`config.mk`:
```
export PLATFORM = sky130hd
export DESIGN_NAME = seq_chunk_adder
export DESIGN_NICKNAME = d
export VERILOG_FILES = /design/src/rtl/adder_pkg.sv /design/src/rtl/ripple_chunk_adder.sv /design/src/rtl/seq_chunk_adder.sv
export SDC_FILE = /design/constraint.sdc
export NUM_CORES = 1
export LEC_CHECK = 0
export ABC_AREA = 1
export CORE_MARGIN = 2
export CORE_UTILIZATION = 35
export DETAILED_ROUTE_END_ITERATION = 7
export HOLD_SLACK_MARGIN = 0.06
export SYNTH_ARGS = -nofsm -noshare
export SYNTH_HDL_FRONTEND = slang
export SYNTH_SLANG_ARGS = --single-unit
```
`constraint.sdc`:
```
create_clock -name clk -period 2.73 [get_ports clk]
set_input_delay 0.546 -clock clk [delete_from_list [all_inputs] [get_ports clk]]
set_output_delay 0.546 -clock clk [all_outputs]
set_load 0.03 [all_outputs]
```
`src/rtl/adder_pkg.sv`:
```
// Shared definitions for the sequential chunked adder: FSM encoding, opcodes,
// and sizing helpers used by the top level.
package adder_pkg;

  typedef enum logic [1:0] {
    ST_IDLE = 2'd0,
    ST_RUN  = 2'd1,
    ST_DONE = 2'd2
  } state_t;

  localparam logic OP_ADD = 1'b0;
  localparam logic OP_SUB = 1'b1;

  // Number of CHUNK-bit slices making up a WIDTH-bit operand.
  function automatic int unsigned nchunk(input int unsigned width, input int unsigned chunk);
    return width / chunk;
  endfunction

  // Width of the slice index register; never below one bit.
  function automatic int unsigned idx_width(input int unsigned n);
    return (n <= 1) ? 1 : $clog2(n);
  endfunction

endpackage

```
`src/rtl/ripple_chunk_adder.sv`:
```
// Combinational CHUNK-bit ripple-carry adder built from 1-bit full adders.
// Ports:
//   a, b   : CHUNK-bit addends
//   c_in   : carry into bit 0
//   sum    : CHUNK-bit result
//   carry  : carry out of the top bit
//   c_msb  : carry into the top bit (for signed overflow detection)
module ripple_chunk_adder #(
  parameter int unsigned CHUNK = 4
) (
  input  logic [CHUNK-1:0] a,
  input  logic [CHUNK-1:0] b,
  input  logic             c_in,
  output logic [CHUNK-1:0] sum,
  output logic             carry,
  output logic             c_msb
);

  logic [CHUNK:0] c;

  // Full-adder ripple; c[i] is the carry into bit i.
  always_comb begin
    c    = '0;
    sum  = '0;
    c[0] = c_in;
    for (int i = 0; i < int'(CHUNK); i++) begin
      sum[i]  = a[i] ^ b[i] ^ c[i];
      c[i+1]  = (a[i] & b[i]) | (c[i] & (a[i] ^ b[i]));
    end
  end

  assign carry = c[CHUNK];
  assign c_msb = c[CHUNK-1];

endmodule

```
`src/rtl/seq_chunk_adder.sv`:
```
// Multi-cycle adder/subtractor: WIDTH-bit operands summed CHUNK bits per clock
// through a registered carry, with valid/ready handshakes on both sides.
// Ports:
//   clk, rst             : clock (rising edge), synchronous active-high reset
//   in_valid / in_ready  : operand handshake (in_ready is combinational)
//   a, b, c_in, op       : operands, carry/borrow-in, 0 = add / 1 = subtract
//   out_valid / out_ready: result handshake
//   sum, carry, overflow : result, carry-out (1 = no borrow), signed overflow
module seq_chunk_adder
  import adder_pkg::*;
#(
  parameter int unsigned WIDTH = 16,
  parameter int unsigned CHUNK = 4
) (
  input  logic             clk,
  input  logic             rst,
  input  logic             in_valid,
  output logic             in_ready,
  input  logic [WIDTH-1:0] a,
  input  logic [WIDTH-1:0] b,
  input  logic             c_in,
  input  logic             op,
  output logic             out_valid,
  input  logic             out_ready,
  output logic [WIDTH-1:0] sum,
  output logic             carry,
  output logic             overflow
);

  localparam int unsigned NCHUNK = nchunk(WIDTH, CHUNK);
  localparam int unsigned IW     = idx_width(NCHUNK);

  state_t           state;
  logic [IW-1:0]    idx;
  logic [WIDTH-1:0] a_reg;
  logic [WIDTH-1:0] b_reg;
  logic [WIDTH-1:0] acc;
  logic             carry_reg;

  logic [31:0]      base;
  logic [CHUNK-1:0] a_slice;
  logic [CHUNK-1:0] b_slice;
  logic [CHUNK-1:0] s_slice;
  logic             c_slice;
  logic             c_msb;
  logic [WIDTH-1:0] acc_next;
  logic             last;
  logic             accept;

  assign in_ready = (state == ST_IDLE) || ((state == ST_DONE) && out_ready);
  assign accept   = in_valid && in_ready;
  assign last     = (idx == IW'(NCHUNK - 1));

  // Select the operand slices addressed by the current chunk index.
  assign base    = 32'(idx) * CHUNK;
  assign a_slice = a_reg[base +: CHUNK];
  assign b_slice = b_reg[base +: CHUNK];

  ripple_chunk_adder #(.CHUNK(CHUNK)) u_slice (
    .a     (a_slice),
    .b     (b_slice),
    .c_in  (carry_reg),
    .sum   (s_slice),
    .carry (c_slice),
    .c_msb (c_msb)
  );

  // Accumulator with the current slice merged in, so the final chunk lands in sum directly.
  always_comb begin
    acc_next               = acc;
    acc_next[base +: CHUNK] = s_slice;
  end

  // Control FSM and datapath registers.
  always_ff @(posedge clk) begin
    if (rst) begin
      state     <= ST_IDLE;
      idx       <= '0;
      a_reg     <= '0;
      b_reg     <= '0;
      acc       <= '0;
      carry_reg <= 1'b0;
      out_valid <= 1'b0;
      sum       <= '0;
      carry     <= 1'b0;
      overflow  <= 1'b0;
    end else begin
      unique case (state)
        ST_RUN: begin
          acc       <= acc_next;
          carry_reg <= c_slice;
          idx       <= idx + IW'(1);
          if (last) begin
            sum       <= acc_next;
            carry     <= c_slice;
            overflow  <= c_slice ^ c_msb;
            out_valid <= 1'b1;
            state     <= ST_DONE;
          end
        end
        ST_DONE: begin
          if (out_ready) begin
            out_valid <= 1'b0;
            state     <= ST_IDLE;
          end
        end
        default: state <= ST_IDLE;
      endcase

      // Accept overrides the IDLE/DONE transitions above (back-to-back included).
      if (accept) begin
        a_reg     <= a;
        b_reg     <= b ^ {WIDTH{op}};
        carry_reg <= c_in ^ op;
        idx       <= '0;
        state     <= ST_RUN;
      end
    end
  end

endmodule

```
After elaboration in Yosys (flattened, before gate mapping) --
Cells that the tools add are included. W data, S select, Z words.
Storage, ports and cells: latch bits 0, memories kept 0, memory bits (writable) 0, register bits after elaboration 72, word-level logic and storage cells 68, memory bits (read-only) 0
Operators by class: mux-type cells 10, add/sub/neg operators 2, reductions and logical operators 11, divide/modulo/power cells 0, shifts and indexed selects 4, bitwise operators 23, order comparisons 0, equal/unequal tests 7, $mul 0
Operators with widths (number):
- $neg A4 Y34 | 1
- $shift A4 B34 Y16 const A | 1
- $shiftx A4 B34 Y16 | 1
- $shiftx A16 B5 Y4 | 2
- $bwmux W16 | 1
- $xor A16 B16 Y16 | 1
- $xor A1 B1 Y1 | 10
- $and A1 B1 Y1 | 8
- $ne A3 B3 Y1 const B | 2
- $reduce_and A2 Y1 | 3
- $mux W1 | 5
- $eq A2 B2 Y1 const B | 2
- $mux W2 | 2
- $ne A2 B2 Y1 const B | 2
- $or A1 B1 Y1 | 4
- $pmux W2 S2 | 1
- $reduce_bool A2 Y1 | 2
- $reduce_and A3 Y1 | 1
- $add A2 B1 Y2 const B | 1
- $eq A2 B1 Y1 const B | 1
- $logic_and A1 B1 Y1 | 2
- $logic_not A2 Y1 | 1
- $pmux W1 S2 | 1
- $reduce_or A2 Y1 | 1
- $logic_or A1 B1 Y1 | 1

Logic depth before layout (Yosys ltp) --
Gate-level depths: netlist of the first run.
depth after elaboration 12, mapped depth 18, depth with buffers taken out 17

Modules after synthesis --
A second synthesis of the first run with hierarchy kept.
Second synthesis, totals: cell total of the unflattened synthesis 532, area total of the unflattened synthesis 3673.5 um^2
By module, submodules not included:
- seq_chunk_adder | cells an instance 520, area an instance 3563.4 um^2, times used 1, seq. area each 1441.4 um^2
- ripple_chunk_adder | cells an instance 12, area an instance 110.1 um^2, times used 1, seq. area each 0.0 um^2

Worst setup path after synthesis of the first run --
OpenSTA, ideal clock, no wires.
kind reg-to-reg, start point register idx[0], end point register acc[15], buffers on the path 1, slack -0.190 ns, setup time 0.109 ns, clock period less this slack 2.920 ns, arrival 2.811 ns, stages on the path, launching flop included 18, cells stage by stage dfxtp_1 clkbuf_1 o21ai_0 a21oi_1 a21oi_1 fa_1 inv_1 fa_1 inv_1 fa_1 inv_1 fa_1 nand2_1 nor2_1 nand2_1 nand3_1 nand2_1 inv_1
Between the ends: word-level cells in the longest chain between the ends 11
RTL lines:
- start: declaration | line seq_chunk_adder.sv:34 | logic [IW-1:0] idx;
- start signal: assignment | line seq_chunk_adder.sv:92 | idx <= idx + IW'(1);
- $shiftx A16 B5 Y4 (on tied branches) | line seq_chunk_adder.sv:56, seq_chunk_adder.sv:57
- $xor A1 B1 Y1 | line ripple_chunk_adder.sv:27, ripple_chunk_adder.sv:28
- $and A1 B1 Y1 | line ripple_chunk_adder.sv:28 | c[i+1] = (a[i] & b[i]) | (c[i] & (a[i] ^ b[i]));
- $or A1 B1 Y1 | line ripple_chunk_adder.sv:28
- $and A1 B1 Y1 | line ripple_chunk_adder.sv:28
- $or A1 B1 Y1 | line ripple_chunk_adder.sv:28
- $and A1 B1 Y1 | line ripple_chunk_adder.sv:28
- $or A1 B1 Y1 | line ripple_chunk_adder.sv:28
- $xor A1 B1 Y1 | line ripple_chunk_adder.sv:27 | sum[i] = a[i] ^ b[i] ^ c[i];
- $shiftx A4 B34 Y16 | line seq_chunk_adder.sv:71 | acc_next[base +: CHUNK] = s_slice;
- $bwmux W16 * | line seq_chunk_adder.sv:71
- end signal: assignment | line seq_chunk_adder.sv:90 | acc <= acc_next;
- end: declaration | line seq_chunk_adder.sv:37 | logic [WIDTH-1:0] acc;
Every way passes the cells marked *; elsewhere a longest branch is shown, timed or not. A chain may end at the register's enable or synchronous reset.

Worst setup path after layout of the first run --
Ends and elaborated chain as after synthesis.

==> impl_results.rst, run 1 <==
.. list-table::
   :header-rows: 1

   * - Metric
     - Value
   * - Sequential area share after synthesis
     - 39.3%
   * - Share of the clock period used by the worst path after layout
     - 100%
   * - Leading post-synthesis cells by cell area
     - dfxtp_1 (39%), nand2_1 (15%), inv_1 (7.5%)
   * - Count of unresolved DRC violations after routing
     - 0
   * - Fraction of layout instances using a drive strength above 1
     - 9.26%
   * - Critical path data arrival time
     - 2.98 ns
   * - Number of library cell types mapped by synthesis
     - 28
   * - Number of global-route vias before repair
     - 3053
   * - Leakage power summed over all cells
     - 2.07 nW
   * - # port buffers
     - 57
   * - CTS tree
     - yes
   * - Worst hold slack after final layout
     - 0.453 ns
   * - Total inserted antenna cells
     - 0
   * - Initial standard-cell utilization of the core
     - 35.8%
   * - Number of pins exceeding their max-slew limit in the final report
     - 0
   * - Final core utilization
     - 45.1%
   * - Warning count from the yosys run
     - 0
   * - Die Y-Extent
     - 106 um
   * - Worst Setup End Kind
     - flip-flop
   * - Total power
     - 2.42 mW
   * - Worst EP required
     - 2.97 ns
   * - Final setup skew
     - 0.0104 ns
   * - Max-slew headroom
     - 62.3%
   * - Time the final worst path needs with I/O delays and setup
     - 2.74 ns
   * - Endpoints failing hold
     - 0
   * - Die area
     - 0.0113 mm^2
   * - Number of register bits inferred by synthesis
     - 72
   * - Initial drt markers
     - 72
   * - First-pass iteration count of the detailed router
     - 4
   * - Deepest clock path buffer count
     - 2
   * - Rows
     - 37
   * - Syn-to-layout area delta
     - 25.8%
   * - Hold Crit Class
     - flip-flop to flip-flop
   * - PnR worst setup slack
     - -0.0102 ns
   * - EDFF count, synth
     - 0
   * - Clock network latency to the later pin of the worst-skew pair
     - 0.34 ns
   * - Crit path kind
     - flip-flop to flip-flop
   * - Number of cells after detailed placement
     - 713
   * - Setup crit start kind
     - flip-flop
   * - Detailed-route wire length
     - 7.93 mm
   * - Core area
     - 0.0102 mm^2
   * - Initial antenna violation count
     - 0
   * - DP Area
     - 0.00434 mm^2
   * - Synth area leader
     - dfxtp_1
   * - Primary flip-flop cell chosen by synthesis mapping
     - dfxtp_1
   * - CTS hold repair buffers
     - 0
   * - Leading cell types by count after synthesis
     - nand2_1 (143), inv_1 (73), dfxtp_1 (72)
   * - Async set-reset flop share out of synthesis
     - 0%
   * - Status
     - complete, but fails checks
   * - Global-route wire length before repair
     - 13.6 mm
   * - Mean instance size in the synthesized netlist
     - 6.90 um^2
   * - IO Count
     - 58
   * - Clock root cell
     - clkbuf_8
   * - RSZ-0062 raised after global routing
     - yes
   * - TritonCTS buffer count
     - 9
   * - Clock-pin slew reported for the worst setup and hold paths after clock tree synthesis
     - 0.07 ns
   * - Maximum vdd ir drop
     - 0.259 mV
   * - Final design instance area without fill
     - 0.00461 mm^2
   * - Via-to-Cell Ratio
     - 4.45
   * - Setup violation total in the final timing report
     - 2
   * - Failing checks
     - negative setup slack
   * - Pin count of the biggest net entering global routing
     - 55
   * - Global placement routability congestion
     - 0.802
   * - Worst slack after detailed placement
     - -0.123 ns
   * - Horiz. Die Dim
     - 106 um
   * - Total congestion overflow
     - 0
   * - Highest clock rate
     - 365 MHz
   * - Detailed placer's ending HPWL
     - 5.84 mm
   * - Gate count of the mapped netlist
     - 531
   * - H-tree depth reported by CTS
     - 3
   * - GRT Util Overall
     - 15.0%
   * - Leading cell type by number of instances after synthesis
     - nand2_1
   * - Total number of clock tree sinks
     - 72
   * - Net total in the final layout
     - 637
   * - # Max-Cap Violations
     - 0
   * - Drt wl/cell
     - 10.9 um
   * - Fin Setup TNS
     - -0.0197 ns
   * - Synthesized area
     - 0.00367 mm^2
   * - Critical path fanouts, max
     - 6
   * - Remaining antenna violation count after routing
     - 0
   * - Final std cells w/o fill
     - 730
   * - Nets in the synthesized netlist
     - 579
   * - Power per standard cell area
     - 526 mW/mm^2
   * - Post-synth top area share
     - 39.3%
   * - Via total after detailed routing
     - 3252
   * - Actual transition at the worst max-transition pin
     - 0.566 ns
where the power goes:
part / leakage, nW / switching (mW) / internal (mW)
Clock: 0.110 / 0.387 / 0.511
Sequential: 0.590 / 0.0323 / 1.11
Combinational: 1.37 / 0.218 / 0.168
Total: 2.07 / 0.638 / 1.79
worst max-delay path: stages (launching register included):
cell and delay (ns):
dfxtp_4 0.37, buf_6 0.14, o21ai_4 0.15, a21oi_2 0.09, fa_2 0.39, inv_2 0.06, fa_1 0.14, inv_1 0.05
fa_2 0.35, inv_2 0.06, fa_1 0.42, nand2_1 0.12, nor2_2 0.05, nand2_1 0.07, nand3_1 0.06, nand2_1 0.09
inv_1 0.03
kinds of logic (layout without fill, tap and decap cells):
logic type | Yosys count | in the layout | synth area share (%)
and+or+nand+nor | 256 | 256 | 29.6
buffers and inverters | 103 | 166 | 12.6
AOI/OAI and AO/OA | 73 | 73 | 10.2
xor gates and xnor gates | 17 | 17 | 4.06
adders and majority gates | 10 | 10 | 4.23
DFF | 72 | 72 | 39.3
cell usage in the layout, fill, tap and decap left out, types with 3 or more instances in the layout:
cell type,count
a21oi_2,3
clkinv_2,5
o21ai_1,5
nand3_1,49
dfxtp_1,70
inv_2,4
o21ai_0,12
o22ai_1,3
xor2_1,17
ha_1,6
inv_1,71
a21oi_1,47
clkdlybuf4s50_1,56
nand2_1,143
nor2_1,50
nor2_2,3
clkbuf_8,9
nand4_1,4
buf_4,13
cell type report:
| cell class | count | area [um^2] |
|---|---|---|
| timing repair buffer | 72 | 686 |
| multi-input combinational | 356 | 1800 |
| tap | 136 | 170 |
| sequential | 72 | 1450 |
| clock inverter | 6 | 83.8 |
| fill | 1098 | 5620 |
| clock buffer | 10 | 128 |
| inverter | 78 | 298 |
per-layer routing:
metal  share of wire (%)  GRT usage [%]  routed length, um
met5                   0              0                  0
met4                 1.6           5.36                127
met3                 3.7           2.94                293
met2                  50           26.7               3930
met1                  45           17.8               3580
timing repair:
action                                 4_1_cts  5_1_grt
setup buffers                                1        0
endpoints found under the hold margin        0        0
pin swaps                                    9        7
resized for setup                           19        5
setup endpoints to repair                    8       13
path summary, 6_finish.rpt:
path	cells after the start	to	slack [ns]	startpoint
worst min-delay path	2	b_reg[4]	0.45	b_reg[4]
worst max-delay path	16	acc[15]	-0.01	idx[0]
worst min register to register	2	b_reg[4]	0.45	b_reg[4]
worst max register to register	16	acc[15]	-0.01	idx[0]
(Power assumes the default switching activity.)
==> run 2: changes to the inputs <==
CORE_ASPECT_RATIO = 0.6   (was unset)
SETUP_SLACK_MARGIN = 0.1   (was unset)
clock period = 2.9 ns   (was 2.73 ns; I/O delays follow)
==> impl_results.rst, run 2 (synthesized netlist as in run 1, its figures left out) <==
.. list-table::
   :header-rows: 1

   * - Metric
     - Value
   * - Status
     - complete, no violations
   * - Core area
     - 0.0100 mm^2
   * - Final setup skew
     - 0.00518 ns
   * - Worst EP required
     - 3.13 ns
   * - Total number of clock tree sinks
     - 72
   * - Net total in the final layout
     - 637
   * - Commonest non-fill, non-tap cell in the layout
     - nand2_1
   * - Total inserted antenna cells
     - 0
   * - # Max-Cap Violations
     - 0
   * - Number of pins exceeding their max-slew limit in the final report
     - 0
   * - Clock network latency to the later pin of the worst-skew pair
     - 0.34 ns
   * - Via total after detailed routing
     - 3377
   * - Maximum vdd ir drop
     - 0.311 mV
   * - Clock root cell
     - clkbuf_16
   * - Crit path kind
     - flip-flop to flip-flop
   * - Power per standard cell area
     - 560 mW/mm^2
   * - Highest clock rate
     - 355 MHz
   * - Actual transition at the worst max-transition pin
     - 0.570 ns
   * - Leakage power summed over all cells
     - 2.11 nW
   * - Clock-pin slew reported for the worst setup and hold paths after clock tree synthesis
     - 0.06 ns
   * - CTS hold repair buffers
     - 0
   * - Share of total power in sequential cells
     - 40.7%
   * - Setup violation total in the final timing report
     - 0
   * - Initial drt markers
     - 259
   * - Worst hold slack after final layout
     - 0.465 ns
   * - Die Y-Extent
     - 83.3 um
   * - First-pass iteration count of the detailed router
     - 5
   * - Filler Cell Count
     - 1034
   * - IO Count
     - 58
   * - Initial standard-cell utilization of the core
     - 36.6%
   * - Total congestion overflow
     - 0
   * - Global-route wire length before repair
     - 15.4 mm
   * - Worst Setup End Kind
     - flip-flop
   * - Slowest CP cell
     - fa_1
   * - Number of global-route vias before repair
     - 3213
   * - Detailed-route wire length
     - 9.37 mm
   * - Remaining antenna violation count after routing
     - 0
   * - Drt wl/cell
     - 12.9 um
   * - Share of the clock period used by the worst path after layout
     - 97.0%
   * - Critical path fanouts, max
     - 7
   * - Count of unresolved DRC violations after routing
     - 0
   * - Horiz. Die Dim
     - 136 um
   * - Detailed placer's ending HPWL
     - 6.61 mm
   * - Worst slack after detailed placement
     - -0.0183 ns
   * - Highest cell delay on the worst timing path
     - 0.44 ns
   * - Time the final worst path needs with I/O delays and setup
     - 2.81 ns
   * - Die area
     - 0.0113 mm^2
   * - CP cell instances
     - buf_6 -> a21oi_4 -> a21oi_2 -> fa_2 -> inv_2 -> fa_2 -> inv_2 -> fa_2 -> inv_2 -> fa_1 -> buf_4 -> nand4_1 -> nand3_1 -> nand2_1 -> inv_1
   * - Combinational group share of total power
     - 14.5%
   * - Proportion of total power due to net switching
     - 26.2%
   * - PnR worst setup slack
     - 0.0869 ns
   * - Syn-to-layout area delta
     - 29.2%
   * - Max-slew headroom
     - 62.0%
   * - Global placement routability congestion
     - 0.892
   * - Most used cells in the layout excluding fill and tap cells
     - nand2_1 (140), inv_1 (70), dfxtp_1 (70)
   * - Initial antenna violation count
     - 0
   * - Design internal power
     - 1.96 mW
   * - Setup crit start kind
     - flip-flop
   * - CP delay by family, top
     - adder cells
   * - Power spent charging and discharging nets
     - 694 uW
   * - Via-to-Cell Ratio
     - 4.63
   * - RSZ-0062 raised after global routing
     - yes
   * - H-tree depth reported by CTS
     - 3
   * - Hold Crit Class
     - flip-flop to flip-flop
   * - GRT Util Overall
     - 17.0%
   * - Pin count of the biggest net entering global routing
     - 55
   * - Final core utilization
     - 47.3%
   * - Number of buffers and inverters on the critical path
     - 6
   * - TritonCTS buffer count
     - 9
   * - # port buffers
     - 57
   * - Final design instance area without fill
     - 0.00474 mm^2
   * - Rows
     - 28
   * - Final std cells w/o fill
     - 729
   * - Number of cells after detailed placement
     - 707
   * - Fraction of layout instances using a drive strength above 1
     - 10.3%
   * - Proportion of power drawn by the clock network
     - 44.9%
   * - CTS tree
     - yes
   * - Total power
     - 2.65 mW
   * - Endpoints failing hold
     - 0
   * - Deepest clock path buffer count
     - 2
   * - Critical path data arrival time
     - 3.05 ns
   * - DP Area
     - 0.00430 mm^2
   * - Fin Setup TNS
     - 0 ns
## run 2: changes by cell type in the layout (fill, tap and decap cells not counted), moves of 2 or more
cell        before  now
a21oi_2          3    1
clkbuf_16        0    9
clkbuf_8         9    0
clkinvlp_4       0    3
nand2_1        143  140
nand2_2          1    4
nor2_4           0    2
## run 2: worst paths after layout
kind | startpoint | to | slack, ns | depth (start not counted)
setup / recovery | idx[0] | acc[3] | 0.09 | 15
hold / removal | b_reg[1] | b_reg[1] | 0.47 | 2
setup reg to reg | idx[0] | acc[3] | 0.09 | 15
hold reg to reg | b_reg[1] | b_reg[1] | 0.47 | 2
## run 2: timing repair
| item | 4_1_cts | 5_1_grt |
|---|---|---|
| endpoints found under the setup margin | 9 | 9 |
| pin swaps | 0 | 8 |
| endpoints found under the hold margin | 0 | 0 |
| setup buffers | 1 | 5 |
| resized for setup | 4 | 26 |
## run 2: layer usage
layer	share of wire, %	GRT usage, %	wire [um]
met5	0	0	0
met4	1.3	4.26	126
met3	5.6	5.01	524
met2	41	23.5	3810
met1	52	25.5	4910
## run 2: power groups by stage
stage | logic [mW] | clock network (mW) | registers (mW)
2_1_floorplan | 0.253 | 0 | 1.09
3_3_place_gp | 0.343 | 0 | 1.10
6_report | 0.383 | 1.19 | 1.08
5_1_grt | 0.431 | 1.26 | 1.09
4_1_cts | 0.362 | 1.21 | 1.08
3_5_place_dp | 0.357 | 0 | 1.10
## run 2: layout make-up
cell class / instances / area [um^2] / area share, %
tap: 135 / 169 / 3.57
clock buffer: 9 / 225 / 4.76
clock inverter: 7 / 96.3 / 2.03
inverter: 78 / 297 / 6.26
timing repair buffer: 72 / 679 / 14.3
sequential: 72 / 1450 / 30.6
multi-input combinational: 356 / 1820 / 38.4
## run 2: tightest hold or removal path, delay by kind of cell (launching register included)
kind / cells / cell delay [ns]
and+or+nand+nor: 2 / 0.10
DFF: 1 / 0.32
==> run 3: changes to the inputs <==
SETUP_SLACK_MARGIN = 0.5   (was 0.1)
==> impl_results.rst, run 3 (synthesized netlist as in run 1, its figures left out) <==
.. list-table::
   :header-rows: 1

   * - Metric
     - Value
   * - GR Util met1
     - 25.7%
   * - Actual transition at the worst max-transition pin
     - 0.597 ns
   * - Number of global-route vias before repair
     - 3135
   * - Initial antenna violation count
     - 0
   * - Detailed placer's ending HPWL
     - 6.43 mm
   * - Hold Crit Class
     - flip-flop to flip-flop
   * - Total power
     - 2.81 mW
   * - WHS Path Cells
     - 2
   * - CTS tree
     - yes
   * - Fraction of layout instances using a drive strength above 1
     - 10.5%
   * - Via total after detailed routing
     - 3391
   * - Highest cell delay on the worst timing path
     - 0.44 ns
   * - M2 GR Usage
     - 22.7%
   * - Setup crit start kind
     - flip-flop
   * - Count of unresolved DRC violations after routing
     - 0
   * - Critical hold path startpoint
     - b_reg[2]
   * - H-tree depth reported by CTS
     - 3
   * - IO Count
     - 58
   * - Clock-pin slew reported for the worst setup and hold paths after clock tree synthesis
     - 0.06 ns
   * - # Max-Cap Violations
     - 0
   * - Endpoints failing hold
     - 0
   * - GRT Util Overall
     - 17.0%
   * - Worst-case reg-to-reg path depth
     - 16
   * - Highest clock rate
     - 363 MHz
   * - Via-to-Cell Ratio
     - 4.66
   * - Commonest non-fill, non-tap cell in the layout
     - nand2_1
   * - Final setup skew
     - 0.00569 ns
   * - Global-route wire length before repair
     - 15.2 mm
   * - Leakage power summed over all cells
     - 2.12 nW
   * - Detailed-route wire length
     - 9.08 mm
   * - Drt wl/cell
     - 12.5 um
   * - Rows
     - 28
   * - Clock root cell
     - clkbuf_16
   * - GR met3 Demand/Resource
     - 4.82%
   * - Max-slew headroom
     - 60.2%
   * - CP cell instances
     - buf_6 -> o21ai_2 -> a21oi_2 -> fa_2 -> inv_2 -> fa_2 -> inv_2 -> fa_2 -> inv_2 -> fa_2 -> nand2_2 -> nor2_2 -> nand2_1 -> nand3_1 -> nand2_1 -> inv_1
   * - Setup violation total in the final timing report
     - 0
   * - Endpoint of the lowest-slack register-to-register path
     - acc[15]
   * - Deepest clock path buffer count
     - 2
   * - RSZ-0062 raised after global routing
     - yes
   * - TritonCTS buffer count
     - 9
   * - Crit path top cell by count
     - fa_2
   * - Crit path kind
     - flip-flop to flip-flop
   * - Worst Setup End Kind
     - flip-flop
   * - # port buffers
     - 57
   * - Number of pins exceeding their max-slew limit in the final report
     - 0
   * - Critical path data arrival time
     - 2.99 ns
   * - Share of the clock period used by the worst path after layout
     - 95.0%
   * - Power per standard cell area
     - 588 mW/mm^2
   * - Total number of clock tree sinks
     - 72
   * - Global routing's busiest layer
     - met1
   * - Most used cells in the layout excluding fill and tap cells
     - nand2_1 (141), dfxtp_1 (70), inv_1 (69)
   * - Slowest CP cell
     - fa_2
   * - Global placement routability congestion
     - 0.826
   * - CP delay by family, top
     - adder cells
   * - First-pass iteration count of the detailed router
     - 5
   * - CTS hold repair buffers
     - 0
   * - Die area
     - 0.0113 mm^2
   * - Total congestion overflow
     - 0
   * - Initial drt markers
     - 187
   * - Register-to-register setup slack
     - 0.15 ns
   * - Number of buffers and inverters on the critical path
     - 5
   * - Final core utilization
     - 47.7%
   * - Hold EP
     - b_reg[2]
   * - Worst EP required
     - 3.13 ns
   * - Die Y-Extent
     - 83.3 um
   * - Remaining antenna violation count after routing
     - 0
   * - Core area
     - 0.0100 mm^2
   * - Filler Cell Count
     - 1007
   * - Critical path fanouts, max
     - 7
   * - Status
     - complete, no violations
   * - Total inserted antenna cells
     - 0
   * - Time the final worst path needs with I/O delays and setup
     - 2.75 ns
   * - Net total in the final layout
     - 635
   * - Fin Setup TNS
     - 0 ns
   * - Pin count of the biggest net entering global routing
     - 55
   * - Maximum vdd ir drop
     - 0.272 mV
   * - Worst reg2reg startpoint
     - idx[0]
   * - Syn-to-layout area delta
     - 30.5%
   * - Clock network latency to the later pin of the worst-skew pair
     - 0.34 ns
   * - Initial standard-cell utilization of the core
     - 36.6%
   * - Horiz. Die Dim
     - 136 um
-- run 3: worst reg2reg max path, cell delays in order, from the launching register on --
cell     delay, ns
dfxtp_4       0.38
buf_6         0.14
o21ai_2       0.14
a21oi_2       0.08
fa_2          0.36
inv_2         0.06
fa_2          0.18
inv_2         0.04
fa_2          0.34
inv_2         0.06
fa_2          0.44
nand2_2       0.09
nor2_2        0.04
nand2_1       0.08
nand3_1       0.08
nand2_1       0.09
inv_1         0.04
-- run 3: routing by layer --
layer / part of all wire [%] / vias to the layer above
met2: 39 / 87
met4: 1.1 / 0
li1: - / 1758
met3: 6.6 / 11
met5: 0 / -
met1: 54 / 1535
-- run 3: repair_timing --
item / 4_1_cts / 5_1_grt
setup buffers: 6 / 1
gates resized for setup: 13 / 12
cloned: 0 / 0
setup endpoints to repair: 20 / 21
pin swaps: 5 / 7
-- run 3: stage by stage --
stage / area [um^2] / std cells / hold WS, ns / setup WS, ns
after floorplan: 3700 / 531 / 0.414 / 0.260
after global placement: 4300 / 704 / 0.438 / 0.138
after detailed placement: 4300 / 704 / 0.444 / 0.0420
after CTS: 4730 / 726 / 0.464 / 0.181
after global routing: 4780 / 727 / 0.485 / 0.00487
final: 4780 / 727 / 0.462 / 0.146
-- run 3: where the power goes --
group	total, mW	leakage, nW	internal, mW	switching [mW]
Combinational	0.377	1.36	0.160	0.217
Clock	1.36	0.176	0.928	0.427
Sequential	1.08	0.590	1.04	0.0355
-- run 3: how the worst max path moves through the flow --
stage | from | to | slack, ns | depth (start not counted)
2_1_floorplan | idx[0] | acc[7] | 0.26 | 17
3_3_place_gp | idx[0] | sum[7] | 0.14 | 16
3_5_place_dp | idx[0] | sum[7] | 0.04 | 16
4_1_cts | idx[0] | sum[15] | 0.18 | 16
5_1_grt | b_reg[0] | acc[7] | 0.005 | 16
6_report | idx[0] | acc[15] | 0.15 | 16
-- run 3: cell type report --
class / count / area, um^2 / share of cell area, %
Inverter: 78 / 300 / 6.28
Sequential cell: 72 / 1450 / 30.3
Tap cell: 135 / 169 / 3.53
Clock inverter: 7 / 143 / 2.98
Multi-Input combinational cell: 356 / 1830 / 38.2
Clock buffer: 9 / 225 / 4.71
Timing Repair Buffer: 70 / 671 / 14.0
